## src/rtl/food_placer.sv

```systemverilog
// food_placer: picks a free, grid-aligned cell for the next food item.
// It samples the free-running point generator and rejects off-field or
// misaligned points. It then asks the snake body store whether the cell is
// occupied, and retries until the cell is free or the try budget is used up.
module food_placer #(
  parameter int GRID      = 20,
  parameter int X_MIN     = 20,
  parameter int X_MAX     = 780,
  parameter int Y_MIN     = 20,
  parameter int Y_MAX     = 580,
  parameter int MAX_TRIES = 16,
  parameter int INIT_X    = 400,
  parameter int INIT_Y    = 300
) (
  input  logic        CLK_100MHz,
  input  logic        RST,
  input  logic [10:0] randX,
  input  logic [10:0] randY,
  input  logic        place_req,
  output logic        occ_query,
  output logic [10:0] occ_x,
  output logic [10:0] occ_y,
  input  logic        occ_ack,
  input  logic        occ_hit,
  output logic [10:0] foodX,
  output logic [10:0] foodY,
  output logic        food_valid,
  output logic        busy,
  output logic        place_fail
);

  localparam int TryW = $clog2(MAX_TRIES + 1);

  localparam logic [10:0]     GridW    = 11'(GRID);
  localparam logic [10:0]     XMinW    = 11'(X_MIN);
  localparam logic [10:0]     XMaxW    = 11'(X_MAX);
  localparam logic [10:0]     YMinW    = 11'(Y_MIN);
  localparam logic [10:0]     YMaxW    = 11'(Y_MAX);
  localparam logic [10:0]     InitXW   = 11'(INIT_X);
  localparam logic [10:0]     InitYW   = 11'(INIT_Y);
  localparam logic [TryW-1:0] MaxTries = TryW'(MAX_TRIES);

  typedef enum logic [1:0] {
    IDLE   = 2'd0,
    SAMPLE = 2'd1,
    QUERY  = 2'd2
  } stateT;

  stateT           state;
  logic [TryW-1:0] tryCount;
  logic [10:0]     candX;
  logic [10:0]     candY;

  logic            candOk;
  logic [TryW-1:0] tryNext;
  logic            tryLast;

  // Judge the generator's current point and work out what the next rejection would do to the budget.
  always_comb begin
    candOk  = (randX >= XMinW) && (randX <= XMaxW) &&
              (randY >= YMinW) && (randY <= YMaxW) &&
              ((randX % GridW) == 11'd0) && ((randY % GridW) == 11'd0);
    tryNext = tryCount + TryW'(1);
    tryLast = (tryNext == MaxTries);
  end

  // Placement sequencer. All outputs are registered here so that none of them follows the inputs combinationally.
  always_ff @(posedge CLK_100MHz) begin
    if (RST) begin
      state      <= IDLE;
      tryCount   <= '0;
      candX      <= '0;
      candY      <= '0;
      occ_query  <= 1'b0;
      occ_x      <= '0;
      occ_y      <= '0;
      foodX      <= InitXW;
      foodY      <= InitYW;
      food_valid <= 1'b0;
      busy       <= 1'b0;
      place_fail <= 1'b0;
    end else begin
      place_fail <= 1'b0;
      case (state)
        IDLE: begin
          if (place_req) begin
            state      <= SAMPLE;
            busy       <= 1'b1;
            food_valid <= 1'b0;
            tryCount   <= '0;
          end
        end
        SAMPLE: begin
          candX <= randX;
          candY <= randY;
          if (candOk) begin
            state     <= QUERY;
            occ_query <= 1'b1;
            occ_x     <= randX;
            occ_y     <= randY;
          end else begin
            tryCount <= tryNext;
            if (tryLast) begin
              state      <= IDLE;
              busy       <= 1'b0;
              place_fail <= 1'b1;
            end
          end
        end
        QUERY: begin
          if (occ_ack) begin
            occ_query <= 1'b0;
            if (!occ_hit) begin
              foodX      <= candX;
              foodY      <= candY;
              food_valid <= 1'b1;
              busy       <= 1'b0;
              state      <= IDLE;
            end else begin
              tryCount <= tryNext;
              if (tryLast) begin
                state      <= IDLE;
                busy       <= 1'b0;
                place_fail <= 1'b1;
              end else begin
                state <= SAMPLE;
              end
            end
          end
        end
        default: begin
          state     <= IDLE;
          busy      <= 1'b0;
          occ_query <= 1'b0;
        end
      endcase
    end
  end

endmodule
```

## config.mk

```make
export PLATFORM = sky130hd
export DESIGN_NAME = food_placer
export DESIGN_NICKNAME = d
export VERILOG_FILES = /design/src/rtl/food_placer.sv
export SDC_FILE = /design/constraint.sdc
export NUM_CORES = 1
export LEC_CHECK = 0
export ABC_CLOCK_PERIOD_IN_PS = 8000
export CAP_MARGIN = 20
export CORE_MARGIN = 1
export CORE_UTILIZATION = 60
export DETAILED_ROUTE_END_ITERATION = 16
export DONT_BUFFER_PORTS = 1
export PLACE_DENSITY = 0.76
export SYNTH_ARGS = -nofsm -noshare
export SYNTH_HDL_FRONTEND = slang
export SYNTH_SLANG_ARGS = --single-unit
```

## constraint.sdc

```tcl
create_clock -name CLK_100MHz -period 8 [get_ports CLK_100MHz]
set_clock_uncertainty 0.1 [all_clocks]
set_input_delay 0.4 -clock CLK_100MHz [delete_from_list [all_inputs] [get_ports CLK_100MHz]]
set_output_delay 0.4 -clock CLK_100MHz [all_outputs]
set_load 0.05 [all_outputs]
```

==> results.json, run 1 <==
{
  "htreeDepth": 3,
  "crit_path_end_kind": "flop",
  "cts_tree": "done",
  "setup_tns_ps": 0,
  "io_pins": 75,
  "arrival_ps": 3700,
  "initial_utilization": 0.634,
  "seq_area_frac_synth": 0.328,
  "clockBufferDepth": 2,
  "yosysTopAreaCell": "dfxtp_1",
  "cp_top_family": "compound AO/OA/AOI/OAI gates",
  "fin_nets": 574,
  "hpwl_um": 7860,
  "first_pass_iters": 5,
  "cp.required_ps": 8130,
  "fmax_ghz": 0.280,
  "hold_violations": 0,
  "num_vias": 4287,
  "fp.dieH_um": 90.5,
  "regToRegSetupSlack_ps": 5530,
  "syn_avg_cell_area_um2": 8.15,
  "start_kind": "input port",
  "yosys-top-cells-count": "77 x dfxtp_1, 67 x nand2_1, 57 x nor2_1",
  "r2r-end": "tryCount[4]",
  "cp_slowest_stage_delay_ps": 700,
  "reg2regPathDepth": 7,
  "hold_path_end": "candX[1]",
  "stdcell_count": 646,
  "syn2layout_area_growth_pct": 3.04,
  "async_flop_share": 0,
  "p_per_area_nw_per_um2": 186,
  "cts.sinks": 77,
  "vdd_drop_max_v": 0.0000968,
  "post-route-util": 0.653,
  "path_buf_inv": 1,
  "slowest_stage": "o22ai_1",
  "rsz0062_at_grt": "false",
  "synthTopCellsByArea": "dfxtp_1 33%, mux2i_1 9.0%, nand2_1 5.4%, nor2_1 4.6%, a21oi_1 3.2%",
  "synth.top_cell.area_share": 0.328,
  "fin_area_um2": 4840,
  "period_needed_ps": 3570,
  "fill_cells": 618,
  "cts_root_buf": "clkbuf_8",
  "first_global_vias": 3930,
  "syn_inst": 576,
  "cts_resized": 0,
  "synth_edf_count": 0,
  "n_antenna_cell": 0,
  "critical_path_class": "input port to flop",
  "r2r_start": "state[0]",
  "antenna_found_initial": 0,
  "grt_max_degree": 40,
  "core_area_um2": 7410,
  "grt_pass1_wl_um": 19500,
  "drt_wl_total_um": 11800,
  "dp.cells": 626,
  "holdBufCountCts": 3,
  "dieArea_um2": 8180,
  "ys_types": 78,
  "post_cts_buffers": 0,
  "gp_congestion": 0.940,
  "maxSlewViolCount": 0,
  "rows": 31,
  "clkTransAtPathRegs_ps": 80,
  "die_w_um": 90.5,
  "numCtsBuffers": 9,
  "synth_warnings": 0,
  "cp.depth": 12,
  "drt_iter0_drc": 307,
  "drc_errors": 0,
  "p_total_uw": 900,
  "min_period_over_period": 0.446,
  "crit_chain": "nor2b_1 > a221o_1 > o22ai_1 > nor2_1 > a221o_1 > o22ai_2 > mux2i_1 > nand4_2 > nor2_2 > buf_4 > mux2i_1 > nor2_1",
  "ant_nets": 0,
  "synth_top_flop_cell": "dfxtp_1",
  "worstPathMaxFanout": 26,
  "drive_above_1_share": 0.0713,
  "synth_most_common_cell": "dfxtp_1",
  "maxSlewHeadroom": 0.406,
  "ys_seq_elements": 77,
  "p_leak_uw": 0.00168,
  "hold_class": "input port to flop",
  "tightest_slew_ps": 890,
  "overflow": 0,
  "port_buffers": 0,
  "min_delay_path_depth": 1,
  "status": "complete, no violations",
  "min-delay-start": "RST",
  "vias_per_cell": 6.64,
  "place_area_um2": 4600,
  "clk_latency_ps": 360,
  "grt_use_total": 0.290,
  "syn_area_um2": 4690,
  "wl_per_cell_um": 18.2,
  "setup_violations": 0,
  "drv_cap": 0,
  "synth_fp_nets": 608
}
## registers in the layout (all words and copies together) (netlist names)
signal and count:
foodX 11, busy 1, foodY 11, candY 11
occ_query 1, place_fail 1, occ_y 11, state 2
candX 11, food_valid 1, occ_x 11, tryCount 5
## layout by cell type, fill, tap and decap left out, types with 8 or more instances in the layout
master and count:
a21oi_1 30, nand3_1 15, o31ai_1 11, clkbuf_8 9
and2_1 12, a211oi_1 8, nor3_1 12, o211ai_1 8
mux2i_1 42, nand2_1 67, dfxtp_1 77, o21ai_0 15
a31oi_1 9, nand3b_1 9, nor2_1 57, nand2b_1 12
nor2b_1 11
## per-stage QoR
| stage | setup slack (ps) | hold WS [ps] |
|---|---|---|
| final | 4430 | 21.7 |
| after global routing | 4200 | 6.20 |
| after CTS | 4530 | 0.487 |
| after detailed placement | 4170 | 343 |
| after global placement | 4320 | 331 |
| after floorplan | 4750 | 331 |
## logic make-up (layout without fill, tap and decap cells)
family | after synthesis | in the layout | share of synthesized area
compound gates | 140 | 140 | 0.226
xor+xnor | 5 | 5 | 0.0109
fa+ha+maj | 5 | 5 | 0.0133
buf+inv | 61 | 32 | 0.0576
flops | 77 | 77 | 0.328
mux | 44 | 44 | 0.0943
simple gates | 244 | 244 | 0.269
## per-layer routing
layer	GRT usage	vias up	share of wire
met5	0	-	0
met4	0.116	0	0.017
met3	0.0530	18	0.078
met2	0.462	194	0.47
met1	0.387	2033	0.44
li1	-	2042	-
## report_power, final
part           internal [uW]  switching, uW
combinational           88.0            116
sequential               404           17.5
clock                    119            155
## worst max-delay path by stage
stage,start,endpoint,slack [ps]
2_1_floorplan,randX[7],occ_x[2],4750
3_3_place_gp,randX[8],occ_x[2],4320
3_5_place_dp,randX[8],occ_y[6],4170
4_1_cts,randX[8],occ_y[6],4530
5_1_grt,randX[8],occ_x[5],4200
6_report,randX[8],occ_y[6],4430
## cell type report
cell class,instances,area [um^2],area share
clock buffer,9,124,0.0256
clock inverter,7,62.6,0.0129
inverter,10,37.5,0.00776
multi-input combinational,438,2880,0.596
sequential,77,1540,0.319
tap,99,124,0.0256
timing repair buffer,6,65.1,0.0135
Note: power is estimated with default switching activity, not from simulation.
==> run 2, diff against run 1 <==
ABC_CLOCK_PERIOD_IN_PS = 3350   (was 8000)
clock period = 3.35 ns   (was 8 ns; I/O delays follow)
==> run 2 against run 1 <==
Via count increased by 2.3%; first-iteration DRC count increased by 5.5%; sequential power increased by 140%; total power increased by 150%; cell area increased by 5.5%; sequential cell count unchanged; setup slack got worse by 4100 ps; worst hold slack got worse by 1.1 ps; critical path type unchanged.
==> results.json, run 2 (synthesis gave the netlist of run 1 again) <==
{
  "dp.cells": 631,
  "drt_wl_total_um": 11900,
  "fmax_ghz": 0.330,
  "tightest_slew_ps": 813,
  "fin_nets": 599,
  "core_area_um2": 7410,
  "cp.required_ps": 3480,
  "gp_congestion": 0.908,
  "clkPwrFrac": 0.319,
  "fp.dieH_um": 90.5,
  "maxSlewHeadroom": 0.458,
  "p_leak_uw": 0.00181,
  "drv_cap": 0,
  "slowest_stage": "a2111oi_2",
  "path_common_cell": "nor2_1",
  "maxSlewViolCount": 0,
  "cts_tree": "done",
  "drt_iter0_drc": 324,
  "cp_top_family": "simple AND/OR/NAND/NOR gates",
  "drive_above_1_share": 0.0787,
  "overflow": 0,
  "htreeDepth": 3,
  "post_cts_buffers": 0,
  "n_antenna_cell": 0,
  "regToRegSetupSlack_ps": 900,
  "layout_commonest_cell": "dfxtp_1",
  "p_seq_frac": 0.448,
  "setup_violations": 0,
  "cp_slowest_stage_delay_ps": 470,
  "vdd_drop_max_v": 0.000173,
  "crit_path_end_kind": "flop",
  "p_per_area_nw_per_um2": 440,
  "rows": 31,
  "grt_max_degree": 75,
  "clkTransAtPathRegs_ps": 80,
  "grt_use_total": 0.287,
  "syn2layout_area_growth_pct": 8.74,
  "numCtsBuffers": 9,
  "final_cell_mix": "77 x dfxtp_1, 67 x nand2_1, 57 x nor2_1",
  "grt_pass1_wl_um": 19400,
  "cts_root_buf": "clkbuf_8",
  "hold_class": "input port to flop",
  "sw_frac_of_total": 0.302,
  "antenna_found_initial": 0,
  "power.switching_uw": 679,
  "clockBufferDepth": 2,
  "clk_latency_ps": 350,
  "hold_violations": 0,
  "first_pass_iters": 5,
  "internal_power_uw": 1570,
  "critical_path_class": "input port to flop",
  "p_total_uw": 2250,
  "first_global_vias": 3902,
  "dieArea_um2": 8180,
  "hpwl_um": 7960,
  "initial_utilization": 0.634,
  "vias_per_cell": 6.54,
  "drc_errors": 0,
  "rsz0062_at_grt": "false",
  "ant_nets": 0,
  "cp.depth": 12,
  "worstPathMaxFanout": 16,
  "path_buf_inv": 1,
  "stdcell_count": 671,
  "status": "complete, no violations",
  "die_w_um": 90.5,
  "min_period_over_period": 0.905,
  "arrival_ps": 3160,
  "min_delay_path_depth": 2,
  "crit_chain": "and2b_1 > nand2_1 > a221o_1 > nor2_1 > o31a_1 > o2111ai_1 > a2111oi_2 > nand4_2 > nor2_2 > buf_4 > mux2i_1 > nor2_1",
  "reg2regPathDepth": 7,
  "num_vias": 4386,
  "start_kind": "input port",
  "io_pins": 75,
  "pwr-share-comb": 0.233,
  "port_buffers": 0,
  "period_needed_ps": 3030,
  "cts.sinks": 77,
  "wl_per_cell_um": 17.7
}
[run 2: through the flow]
stage           util  hold slack [ps]  setup WS, ps  area [um^2]  setup TNS (ps)
2_1_floorplan      -              215           334         4690               0
3_3_place_gp   0.626              142           134         4640               0
3_5_place_dp   0.626              144         -48.7         4640            -314
4_1_cts        0.689             1.79           307         5100               0
5_1_grt        0.689             44.7          82.2         5100               0
6_report       0.689             20.5           318         5100               0
[run 2: path summary, 6_finish.rpt]
kind,startpoint,endpoint
hold reg to reg,candY[0],foodY[0]
setup / recovery,randY[10],occ_y[6]
setup reg to reg,state[0],tryCount[4]
hold / removal,occ_ack,place_fail
[run 2: final cells by class]
type,count,area [um^2]
Multi-Input combinational cell,438,2890
Clock inverter,6,68.8
Timing Repair Buffer,31,310
Sequential cell,77,1540
Inverter,10,37.5
Clock buffer,10,138
Fill cell,609,2300
Tap cell,99,124
[run 2: layer usage]
metal | vias to the layer above | wire length (um) | track usage
met5 | - | 0 | 0
met4 | 0 | 194 | 0.101
met3 | 17 | 841 | 0.0412
met2 | 188 | 5610 | 0.466
met1 | 2085 | 5210 | 0.389
li1 | 2096 | - | -
[run 2: power by group through the flow]
stage | logic [uW] | clock network (uW) | registers (uW)
floorplan | 442 | 0 | 1020
global placement | 458 | 0 | 1020
detailed placement | 470 | 0 | 1030
CTS | 515 | 727 | 1010
global route | 568 | 760 | 1010
finish | 523 | 718 | 1010
[run 2: repair_timing]
item	CTS	global route
hold buffers	24	0
gates resized for setup	0	1
endpoints found under the hold margin	74	0
endpoints found under the setup margin	0	1
==> run 3, diff against run 2 <==
PLACE_DENSITY = 0.85   (was 0.76)
==> run 3 against run 2 <==
Total power down 3.1%; register-to-register slack worse by 40 ps; critical path depth unchanged; cell area down 0.42%; die area unchanged; count of clock-buffer cells in the layout down 1; sequential share of layout area up 0.13 points; global-route usage up 1.5 points; clock power down 11%; final cell count down 0.15%; first-iteration DRC count up 4.6%; sequential cell count unchanged; largest cell class unchanged; critical path type unchanged.
==> results.json, run 3 (synthesis gave the netlist of run 1 again) <==
{
  "io_pins": 75,
  "overflow": 0,
  "setup_tns_ps": 0,
  "first_pass_iters": 5,
  "final_cell_mix": "77 x dfxtp_1, 67 x nand2_1, 57 x nor2_1",
  "num_vias": 4429,
  "period_needed_ps": 3050,
  "cts.sinks": 77,
  "tightest_slew_ps": 842,
  "stdcell_count": 670,
  "fp.dieH_um": 90.5,
  "initial_utilization": 0.634,
  "drive_above_1_share": 0.0736,
  "rsz0062_at_grt": "false",
  "layout_commonest_cell": "dfxtp_1",
  "p_total_uw": 2180,
  "multi_input_area_um2": 2880,
  "clkTransAtPathRegs_ps": 90,
  "cp.required_ps": 3500,
  "clockBufferDepth": 2,
  "arrival_ps": 3200,
  "fmax_ghz": 0.328,
  "drc_errors": 0,
  "maxSlewHeadroom": 0.439,
  "fin_nets": 598,
  "p_leak_uw": 0.00178,
  "fin_area_um2": 5080,
  "antenna_found_initial": 0,
  "cts_tree": "done",
  "grt_max_degree": 75,
  "grt_use_total": 0.302,
  "place_area_um2": 4640,
  "n_antenna_cell": 0,
  "start_kind": "input port",
  "post_cts_buffers": 0,
  "syn2layout_area_growth_pct": 8.29,
  "maxSlewViolCount": 0,
  "min_period_over_period": 0.909,
  "path_buf_inv": 1,
  "first_global_vias": 4095,
  "htreeDepth": 3,
  "p_per_area_nw_per_um2": 428,
  "hpwl_um": 8040,
  "clk_latency_ps": 360,
  "core_area_um2": 7410,
  "ant_nets": 0,
  "crit_chain": "nor2b_1 > a221o_1 > o22a_1 > nor2_1 > a221o_1 > o22ai_2 > mux2i_1 > nand4_2 > nor2_2 > buf_4 > mux2i_1 > nor2_1",
  "status": "complete, no violations",
  "hold_violations": 0,
  "dieArea_um2": 8180,
  "crit_path_end_kind": "flop",
  "cts_resized": 0,
  "fill_cells": 584,
  "seqCellArea_um2": 1540,
  "hold_class": "input port to flop",
  "numCtsBuffers": 9,
  "rows": 31,
  "grt_pass1_wl_um": 20300,
  "drt_wl_total_um": 12300,
  "die_w_um": 90.5,
  "cp_top_family": "compound AO/OA/AOI/OAI gates",
  "vdd_drop_max_v": 0.000228,
  "drv_cap": 0,
  "setup_violations": 0,
  "gp_congestion": 0.913,
  "worstPathMaxFanout": 19,
  "port_buffers": 0,
  "cts_root_buf": "clkbuf_8",
  "drt_iter0_drc": 339,
  "finalHoldWorstSlack_ps": 20.1,
  "dp.cells": 629,
  "vias_per_cell": 6.61,
  "slowest_stage": "nor2b_1",
  "wl_per_cell_um": 18.4,
  "cp_slowest_stage_delay_ps": 440,
  "critical_path_class": "input port to flop"
}
## run 3: metal layers
metal / up-vias / global-route usage / routed length (um)
li1: 2089 / - / -
met1: 2094 / 0.380 / 5100
met2: 212 / 0.495 / 5960
met3: 34 / 0.0774 / 940
met4: 0 / 0.116 / 306
met5: - / 0 / 0
## run 3: worst paths after layout
| kind | cells after the start | endpoint | startpoint | slack (ps) |
|---|---|---|---|---|
| worst min register to register | 2 | foodY[4] | candY[4] | 370 |
| worst max-delay path | 12 | occ_y[9] | randX[8] | 300 |
| worst min-delay path | 3 | food_valid | place_req | 20 |
| worst max register to register | 7 | tryCount[3] | state[0] | 860 |
## run 3: stage by stage
step | util | worst slack (ps)
after floorplan | - | 334
after global placement | 0.626 | 90.9
after detailed placement | 0.626 | 40.2
after CTS | 0.686 | 395
after global routing | 0.686 | 132
final | 0.686 | 304
## run 3: where the power goes
| group | leakage (uW) | switching (uW) | internal, uW |
|---|---|---|---|
| sequential | 0.000624 | 42.6 | 966 |
| combinational | 0.00108 | 297 | 231 |
| clock | 0.0000789 | 365 | 276 |
## run 3: worst min-delay path, stage by stage
cell      delay [ps]
nand2b_1         100
a21oi_1           70
nor3_1           110
## run 3: timing repair
| item | 4_1_cts | 5_1_grt |
|---|---|---|
| setup endpoints to repair | 0 | 0 |
| endpoints found under the hold margin | 77 | 0 |
| hold buffers | 25 | 0 |
## run 3: final cells by class
class | count | share of cell area
Clock buffer | 9 | 0.0244
Clock inverter | 7 | 0.0111
Inverter | 10 | 0.00738
Multi-Input combinational cell | 438 | 0.567
Sequential cell | 77 | 0.303
Tap cell | 99 | 0.0244
Timing Repair Buffer | 30 | 0.0625
